`config.mk`:
```
export PLATFORM = sky130hd
export DESIGN_NAME = anti_theft_controller
export DESIGN_NICKNAME = d
export VERILOG_FILES = /design/src/rtl/anti_theft_pkg.sv /design/src/rtl/anti_theft_controller_time_param_regs.sv /design/src/rtl/anti_theft_controller.sv
export SDC_FILE = /design/constraint.sdc
export NUM_CORES = 1
export LEC_CHECK = 0
export ABC_AREA = 0
export BUFFER_PORTS_ARGS = -buffer_cell sky130_fd_sc_hd__buf_2
export CAP_MARGIN = 20
export CORE_MARGIN = 1.5
export CORE_UTILIZATION = 59
export DETAILED_ROUTE_END_ITERATION = 10
export PLACE_DENSITY = 0.83
export SYNTH_ARGS = -nofsm -noshare
export SYNTH_HDL_FRONTEND = slang
export SYNTH_SLANG_ARGS = --single-unit
```
`constraint.sdc`:
```
create_clock -name clock -period 3.82 [get_ports clock]
set_clock_uncertainty 0.1 [all_clocks]
set_input_delay 0.573 -clock clock [delete_from_list [all_inputs] [get_ports clock]]
set_output_delay 0.573 -clock clock [all_outputs]
set_load 0.02 [all_outputs]
```
`src/rtl/anti_theft_pkg.sv`:
```
// Shared definitions for the anti-theft controller: FSM state encoding,
// parameter-select codes and the power-on delay values.
package anti_theft_pkg;

    typedef enum logic [2:0] {
        ST_ARMED       = 3'd0,
        ST_TRIGGERED   = 3'd1,
        ST_SOUND_ALARM = 3'd2,
        ST_DISARMED    = 3'd3,
        ST_WAIT_OPEN   = 3'd4,
        ST_WAIT_CLOSE  = 3'd5,
        ST_ARM_DELAY   = 3'd6
    } state_t;

    typedef enum logic [1:0] {
        SEL_ARM       = 2'b00,
        SEL_DRIVER    = 2'b01,
        SEL_PASSENGER = 2'b10,
        SEL_ALARM     = 2'b11
    } time_sel_t;

    localparam logic [3:0] DEF_ARM_DELAY       = 4'd6;
    localparam logic [3:0] DEF_DRIVER_DELAY    = 4'd8;
    localparam logic [3:0] DEF_PASSENGER_DELAY = 4'd15;
    localparam logic [3:0] DEF_ALARM_ON        = 4'd10;

endpackage

```
`src/rtl/anti_theft_controller_time_param_regs.sv`:
```
// Four 4-bit programmable delay registers with one write port and one
// combinational select read port; index order follows time_sel_t.
module time_param_regs
    import anti_theft_pkg::*;
#(
    parameter logic [3:0] ARM_DELAY_DEF       = DEF_ARM_DELAY,
    parameter logic [3:0] DRIVER_DELAY_DEF    = DEF_DRIVER_DELAY,
    parameter logic [3:0] PASSENGER_DELAY_DEF = DEF_PASSENGER_DELAY,
    parameter logic [3:0] ALARM_ON_DEF        = DEF_ALARM_ON
) (
    input  logic       clock,
    input  logic       reset,
    input  logic       wr_en,
    input  logic [1:0] wr_sel,
    input  logic [3:0] wr_data,
    input  logic [1:0] rd_sel,
    output logic [3:0] rd_data
);

    logic [15:0] param_flat;

    genvar gi;
    generate
        for (gi = 0; gi < 4; gi++) begin : g_param
            localparam logic [3:0] RST_VAL = (gi == 0) ? ARM_DELAY_DEF :
                                             (gi == 1) ? DRIVER_DELAY_DEF :
                                             (gi == 2) ? PASSENGER_DELAY_DEF :
                                                         ALARM_ON_DEF;
            logic [3:0] param_reg;

            always_ff @(posedge clock or negedge reset) begin
                if (!reset) begin
                    param_reg <= RST_VAL;
                end else if (wr_en && (wr_sel == 2'(gi))) begin
                    param_reg <= wr_data;
                end
            end

            assign param_flat[gi*4 +: 4] = param_reg;
        end
    endgenerate

    always_comb begin
        rd_data = param_flat[3:0];
        case (rd_sel)
            2'b00:   rd_data = param_flat[3:0];
            2'b01:   rd_data = param_flat[7:4];
            2'b10:   rd_data = param_flat[11:8];
            default: rd_data = param_flat[15:12];
        endcase
    end

endmodule

```
`src/rtl/anti_theft_controller.sv`:
```
// Anti-theft control FSM: drives the external timer, status LED and siren.
// Optional fuel-pump interlock is enabled with `define FUEL_PUMP_LOCK_EN.
module anti_theft_controller
    import anti_theft_pkg::*;
#(
    parameter logic [3:0] ARM_DELAY_DEF       = DEF_ARM_DELAY,
    parameter logic [3:0] DRIVER_DELAY_DEF    = DEF_DRIVER_DELAY,
    parameter logic [3:0] PASSENGER_DELAY_DEF = DEF_PASSENGER_DELAY,
    parameter logic [3:0] ALARM_ON_DEF        = DEF_ALARM_ON
) (
    input  logic       clock,
    input  logic       reset,
    input  logic       ignition,
    input  logic       door_driver,
    input  logic       door_pass,
    input  logic       reprogram,
    input  logic [1:0] time_sel,
    input  logic [3:0] time_value,
    input  logic       one_hz_enable,
    input  logic       expired,
`ifdef FUEL_PUMP_LOCK_EN
    input  logic       hidden_sw,
    input  logic       brake,
    output logic       fuel_pump,
`endif
    output logic       start_timer,
    output logic [3:0] value,
    output logic       status_led,
    output logic       siren,
    output logic [2:0] state_dbg
);

    state_t     state_reg, state_next;
    logic       start_reg, start_next;
    logic       start_d1_reg;
    logic [3:0] value_reg, value_next;
    logic       led_reg, led_next;
    logic       siren_reg, siren_next;
    logic       alarm_run_reg, alarm_run_next;
    logic [1:0] rd_sel;
    logic [3:0] param_q;
    logic       any_door;
    logic       exp_valid;

    time_param_regs #(
        .ARM_DELAY_DEF      (ARM_DELAY_DEF),
        .DRIVER_DELAY_DEF   (DRIVER_DELAY_DEF),
        .PASSENGER_DELAY_DEF(PASSENGER_DELAY_DEF),
        .ALARM_ON_DEF       (ALARM_ON_DEF)
    ) u_params (
        .clock  (clock),
        .reset  (reset),
        .wr_en  (reprogram),
        .wr_sel (time_sel),
        .wr_data(time_value),
        .rd_sel (rd_sel),
        .rd_data(param_q)
    );

    assign any_door  = door_driver | door_pass;
    // The timer's expired flag is stale until it has seen the load pulse.
    assign exp_valid = expired & ~start_reg & ~start_d1_reg;

    always_comb begin
        rd_sel = SEL_ARM;
        case (state_reg)
            ST_ARMED:       rd_sel = door_driver ? SEL_DRIVER : SEL_PASSENGER;
            ST_SOUND_ALARM: rd_sel = SEL_ALARM;
            default:        rd_sel = SEL_ARM;
        endcase
    end

    always_comb begin
        state_next     = state_reg;
        start_next     = 1'b0;
        value_next     = value_reg;
        alarm_run_next = alarm_run_reg;
        if (reprogram) begin
            state_next = ST_ARMED;
        end else if (ignition && (state_reg != ST_DISARMED)) begin
            state_next = ST_DISARMED;
        end else begin
            case (state_reg)
                ST_ARMED: begin
                    if (any_door) begin
                        state_next = ST_TRIGGERED;
                        start_next = 1'b1;
                        value_next = param_q;
                    end
                end
                ST_TRIGGERED: begin
                    if (exp_valid) state_next = ST_SOUND_ALARM;
                end
                ST_SOUND_ALARM: begin
                    // alarm_run_reg: siren timer loaded with all doors closed
                    if (any_door) begin
                        alarm_run_next = 1'b0;
                    end else if (!alarm_run_reg) begin
                        start_next     = 1'b1;
                        value_next     = param_q;
                        alarm_run_next = 1'b1;
                    end else if (exp_valid) begin
                        state_next = ST_ARMED;
                    end
                end
                ST_DISARMED: begin
                    if (!ignition) state_next = ST_WAIT_OPEN;
                end
                ST_WAIT_OPEN: begin
                    if (door_driver) state_next = ST_WAIT_CLOSE;
                end
                ST_WAIT_CLOSE: begin
                    if (!door_driver) begin
                        state_next = ST_ARM_DELAY;
                        start_next = 1'b1;
                        value_next = param_q;
                    end
                end
                ST_ARM_DELAY: begin
                    if (any_door)       state_next = ST_WAIT_CLOSE;
                    else if (exp_valid) state_next = ST_ARMED;
                end
                default: state_next = ST_ARMED;
            endcase
        end
        if (state_next != ST_SOUND_ALARM) alarm_run_next = 1'b0;
    end

    always_comb begin
        siren_next = (state_next == ST_SOUND_ALARM);
        led_next   = 1'b0;
        case (state_next)
            ST_TRIGGERED, ST_SOUND_ALARM: led_next = 1'b1;
            ST_ARMED: begin
                if ((state_reg != ST_ARMED) || reprogram) led_next = 1'b0;
                else                                      led_next = led_reg ^ one_hz_enable;
            end
            default: led_next = 1'b0;
        endcase
    end

    always_ff @(posedge clock or negedge reset) begin
        if (!reset) begin
            state_reg     <= ST_ARMED;
            start_reg     <= 1'b0;
            start_d1_reg  <= 1'b0;
            value_reg     <= 4'd0;
            led_reg       <= 1'b0;
            siren_reg     <= 1'b0;
            alarm_run_reg <= 1'b0;
        end else begin
            state_reg     <= state_next;
            start_reg     <= start_next;
            start_d1_reg  <= start_reg;
            value_reg     <= value_next;
            led_reg       <= led_next;
            siren_reg     <= siren_next;
            alarm_run_reg <= alarm_run_next;
        end
    end

    assign start_timer = start_reg;
    assign value       = value_reg;
    assign status_led  = led_reg;
    assign siren       = siren_reg;
    assign state_dbg   = state_reg;

`ifdef FUEL_PUMP_LOCK_EN
    logic fuel_pump_reg;

    always_ff @(posedge clock or negedge reset) begin
        if (!reset) begin
            fuel_pump_reg <= 1'b0;
        end else if (ignition && hidden_sw && brake) begin
            fuel_pump_reg <= 1'b1;
        end else if (!ignition) begin
            fuel_pump_reg <= 1'b0;
        end
    end

    assign fuel_pump = fuel_pump_reg;
`endif

endmodule

```
Yosys cells after proc, flatten, opt, wreduce, memory -nomap -nowiden
Cells that the tools add are included.

word-level totals
  logic and storage cells = 90
  bits in registers = 28
  input port bits = 14

cells by class
  multiplexer cells = 34
  equal/unequal tests = 21
  reductions and logical operators = 16
  bitwise operators = 8

operators with widths
  cell                                                                      number
  3-bit two-way mux                                                         11
  4-bit case mux with 3 select lines                                        2
  3-bit case mux with 7 select lines                                        1
  4-bit two-way mux                                                         4
  1-bit two-way mux                                                         12
  3-bit by 2-bit equality test with 1-bit output (second input constant)    3
  3-bit equality test (second input constant)                               3
  2-bit inequality test (second input constant)                             4
  7-bit AND reduction                                                       1
  2-bit equality test (second input constant)                               3
  3-bit by 1-bit equality test with 1-bit output (second input constant)    2
  3-bit logical NOT                                                         2
  3-bit by 2-bit inequality test with 1-bit output (second input constant)  2
  3-bit nonzero test                                                        2
  1-bit logical AND                                                         5
  2-bit by 1-bit equality test with 1-bit output (second input constant)    2
  2-bit logical NOT                                                         2
  2-bit by 1-bit inequality test with 1-bit output (second input constant)  2
  1-bit inverter                                                            4
  2-bit case mux with 2 select lines                                        1
  1-bit case mux with 3 select lines                                        1
  3-bit AND reduction                                                       1
  1-bit AND                                                                 2
  2-bit two-way mux                                                         1
  other kinds (6)                                                           6

Logic depth before layout (Yosys ltp)
  depth in word-level cells = 12
  depth in mapped cells = 6

By module
A second synthesis with hierarchy kept.

second synthesis, totals
  cell total of the unflattened synthesis = 109
  area, all modules = 1413.9 sq um

by module, submodules not included
  module                 area each (sq um)  sequential area each (sq um)  cells an instance  times used
  time_param_regs        724.4              411.6                         40                 1
  anti_theft_controller  689.4              300.3                         69                 1

Worst setup path before layout
OpenSTA, ideal clock, no wires.

  path kind = flip-flop to flip-flop
  from = reg state_reg[1] (netlist: state_dbg[1])
  to = reg value_reg[0] (netlist: value[0])
  path slack = 1.862 ns
  stages on the path, launching flop included = 6
  arrival time = 1.733 ns
  setup time = 0.125 ns
  clock period less this slack = 1.958 ns
  data required time = 3.595 ns
  path buffers = 1
  path through = dfrtp_1 buf_4 or3b_4 nor4_4 o311a_4 mux2_4

on the way
  longest elaborated chain between the ends = 7
  elaborated cells between the ends (all ways) = 22
  those cells by class = 9 x eq/ne; 7 x mux; 1 x bitwise; 5 x reduce/logical

RTL lines
  item                                                                                 line                                                      source
  start, declared                                                                      anti_theft_controller.sv:33                               state_t state_reg, state_next;
  start signal, assigned                                                               anti_theft_controller.sv:152                              state_reg <= state_next;
  3-bit by 2-bit equality test with 1-bit output or 3-bit logical NOT (tied branches)  anti_theft_controller.sv:66, anti_theft_controller.sv:83
  2-bit case mux with 2 select lines                                                   anti_theft_controller.sv:66                               case (state_reg)
  2-bit equality test, or another cell as far along                                    anti_theft_controller_time_param_regs.sv:45               case (rd_sel)
  4-bit case mux with 3 select lines                                                   anti_theft_controller_time_param_regs.sv:45
  4-bit two-way mux                                                                    anti_theft_controller.sv:98                               end else if (!alarm_run_reg) begin
  4-bit two-way mux                                                                    anti_theft_controller.sv:96                               if (any_door) begin
  4-bit case mux with 3 select lines                                                   anti_theft_controller.sv:83                               case (state_reg)
  end signal, assigned                                                                 anti_theft_controller.sv:155                              value_reg <= value_next;
  end, declared                                                                        anti_theft_controller.sv:36                               logic [3:0] value_reg, value_next;

Several ways; a longest one is shown, not always the timed one. The select of a mux whose other input is x is not followed.
A chain may end at the register's enable or synchronous reset.

Final worst setup path
Same ends and word-level chain as after synthesis.

==> run summary <==
peak-usage layer in the global routing report = met2
min Tclk post-route = 2.12 ns
top post-synthesis cells by count = 20 x mux2_2, 19 x dfrtp_1, 10 x nor2_1
CP Capture Type = flop
Post-CTS Setup Inserts = 0
Yosys top cell area share = 0.328
hpwl dp = 2.13 mm
Crit path arrival time = 2.26 ns
worst skew pair latency = 0.33 ns
DR DRC count = 0
Syn. warnings = 0
post_cts resized = 0
Least-Margin Pin Slew = 0.592 ns
H-tree levels = 1
Worst slew margin = 0.605
die area = 0.00277 sq mm
Worst Path Max Fanout = 20
Synth async-reset ratio = 1.00
largest area contributor in the synthesized netlist = dfrtp_1
Worst Hold Class = in2async
Area growth, synth to finish = 12.2%
Initial Utilization = 0.638
global-route wire length before repair = 4.52 mm
Static Leakage = 0.705 nW
core area = 0.00228 sq mm
Vias = 1036
Pwr per Cell Area = 499 mW/mm^2
Final period util = 0.554
largest net degree at the start of global routing = 29
Mapped Nets = 134
main flop type after synthesis = dfrtp_1
Clock Tree Buf Depth = 2
Cells after Synth = 120
DR pass1 iterations = 4
io pins = 24
Die Wd = 52.6 microns
final wirelength = 2.84 mm
worst setup path category = reg2reg
cts hold-fix bufs = 0
gr ovfl total = 0
Buffers on Ports = 23
GRT Total Usage = 0.229
ANT nets after route = 0
vias in the first global route = 1017
met1 GRT Util = 0.261
die height = 52.6 microns
cell with the most instances after synthesis = mux2_2
unique cell type count in the Yosys netlist = 36
max_cap viols = 0
Area contributors post-synth = dfrtp_1 33%, dfstp_2 16%, mux2_2 16%
Max Freq = 0.473 GHz
Ant. Diodes = 0
Post-Syn Area = 0.00145 sq mm
Num Clock Sinks = 28
Final Max Slew Viols = 0
initial antenna violation count = 0
layout cell share with drive strength beyond 1 = 0.465
pre-CTS setup slack = 1.71 ns
setup TNS = 0 ns
required time of the critical path = 3.96 ns
TritonCTS clock tree = yes
sequential area share after synthesis = 0.491
crit start category = flop
Peak VDD IR = 302 uV
Avg Inst Size Synth = 12.1 sq um
Post-synth EDFFs = 0
Final Hold Fails = 0
GPL Wtd Cong = 0.817
drt initial violations = 22
#FFs+latches synth = 28
WHS = 0.122 ns
max FFs per register = 16
met2 Use GR = 0.417
DP Cell Count = 166
Root Buffer = clkbuf_4
fin worst setup slack = 1.70 ns
grt met3 use = 0.0457
Final Setup Violations = 0
total CTS buffers = 3
row cnt = 17
DR WL/cell = 16.7 microns
CTS clk-pin slew, worst paths = 0.15 ns
fin nets = 157
unrepaired setup endpoints after global routing = false
fin cells = 170
status = finished clean
worst r2r path cells = 4
vias per cell = 6.09
through the flow:
| step | utilization | area [sq um] | total power, mW |
|---|---|---|---|
| 2_1_floorplan | - | 1450 | 0.555 |
| 5_1_grt | 0.715 | 1630 | 0.846 |
| 3_5_place_dp | 0.692 | 1580 | 0.625 |
| 3_3_place_gp | 0.692 | 1580 | 0.616 |
| 4_1_cts | 0.715 | 1630 | 0.819 |
| 6_report | 0.715 | 1630 | 0.813 |
per-layer routing:
layer / vias up / wire length [microns]
met5: - / 0
li1: 488 / -
met2: 35 / 1500
met4: 0 / 46
met3: 6 / 130
met1: 507 / 1170
worst paths after layout:
check	slack, ns	startpoint	end
worst max-delay path	1.70	state_dbg[1]$_DFF_PN0_	value[0]$_DFFE_PN0P_
worst min-delay path	0.12	reset	start_d1_reg$_DFF_PN0_
worst max register to register	1.70	state_dbg[1]$_DFF_PN0_	value[0]$_DFFE_PN0P_
worst min register to register	0.37	start_timer$_DFF_PN0_	start_d1_reg$_DFF_PN0_
max in group asynchronous	3.11	reset	u_params.g_param[2].param_reg[2]$_DFFE_PN1P_
min in group clock	0.37	ignition	state_dbg[2]$_DFF_PN0_
layout by cell type (no fill, tap or decap), drive strengths merged:
cell type  synthesis  layout
mux2              24      24
buf                4      23
dfrtp             19      19
nor2              10      10
dfstp              9       9
a21oi              5       5
nand2              5       5
nor3               5       5
o21ai              5       5
nand3b             3       3
mux2i              3       3
clkbuf             1       3
nand2b             2       2
or4b               2       2
inv                2       2
nand3              2       2
o32ai              2       2
nor3b              2       2
o311a              2       2
nor4               2       2
or3b               1       1
o22ai              1       1
a211oi             1       1
maj3               1       1
o21bai             1       1
nor4b              1       1
o21a               1       1
a211o              1       1
xor2               1       1
a2111oi            1       1
or2                1       1
bufinv             0       1
power by group:
group	internal [mW]	switching (mW)
Clock	0.106	0.0865
Combinational	0.108	0.105
Sequential	0.367	0.0407
Total	0.581	0.232
logic make-up after synthesis:
| logic type | synth area share |
|---|---|
| adders and majority gates | 0.00690 |
| xor gates and xnor gates | 0.00604 |
| AOI/OAI and AO/OA | 0.104 |
| muxes | 0.217 |
| and+or+nand+nor | 0.152 |
| DFF | 0.491 |
| buffers and inverters | 0.0233 |
final cells by class:
type | instances | area, sq um
clock buffers | 3 | 22.5
clock inverters | 1 | 30.0
fillers | 168 | 648
inverters | 2 | 7.51
multi-input cells | 85 | 706
flip-flops and latches | 28 | 712
well taps | 28 | 35.0
repair buffers | 23 | 115
worst max-delay path, cell delays in order, from the launching register on:
cell,delay [ns]
dfrtp_1,0.70
or3b_4,0.49
nor4_4,0.15
o311a_4,0.28
mux2_4,0.30
(Power assumes the default switching activity.)
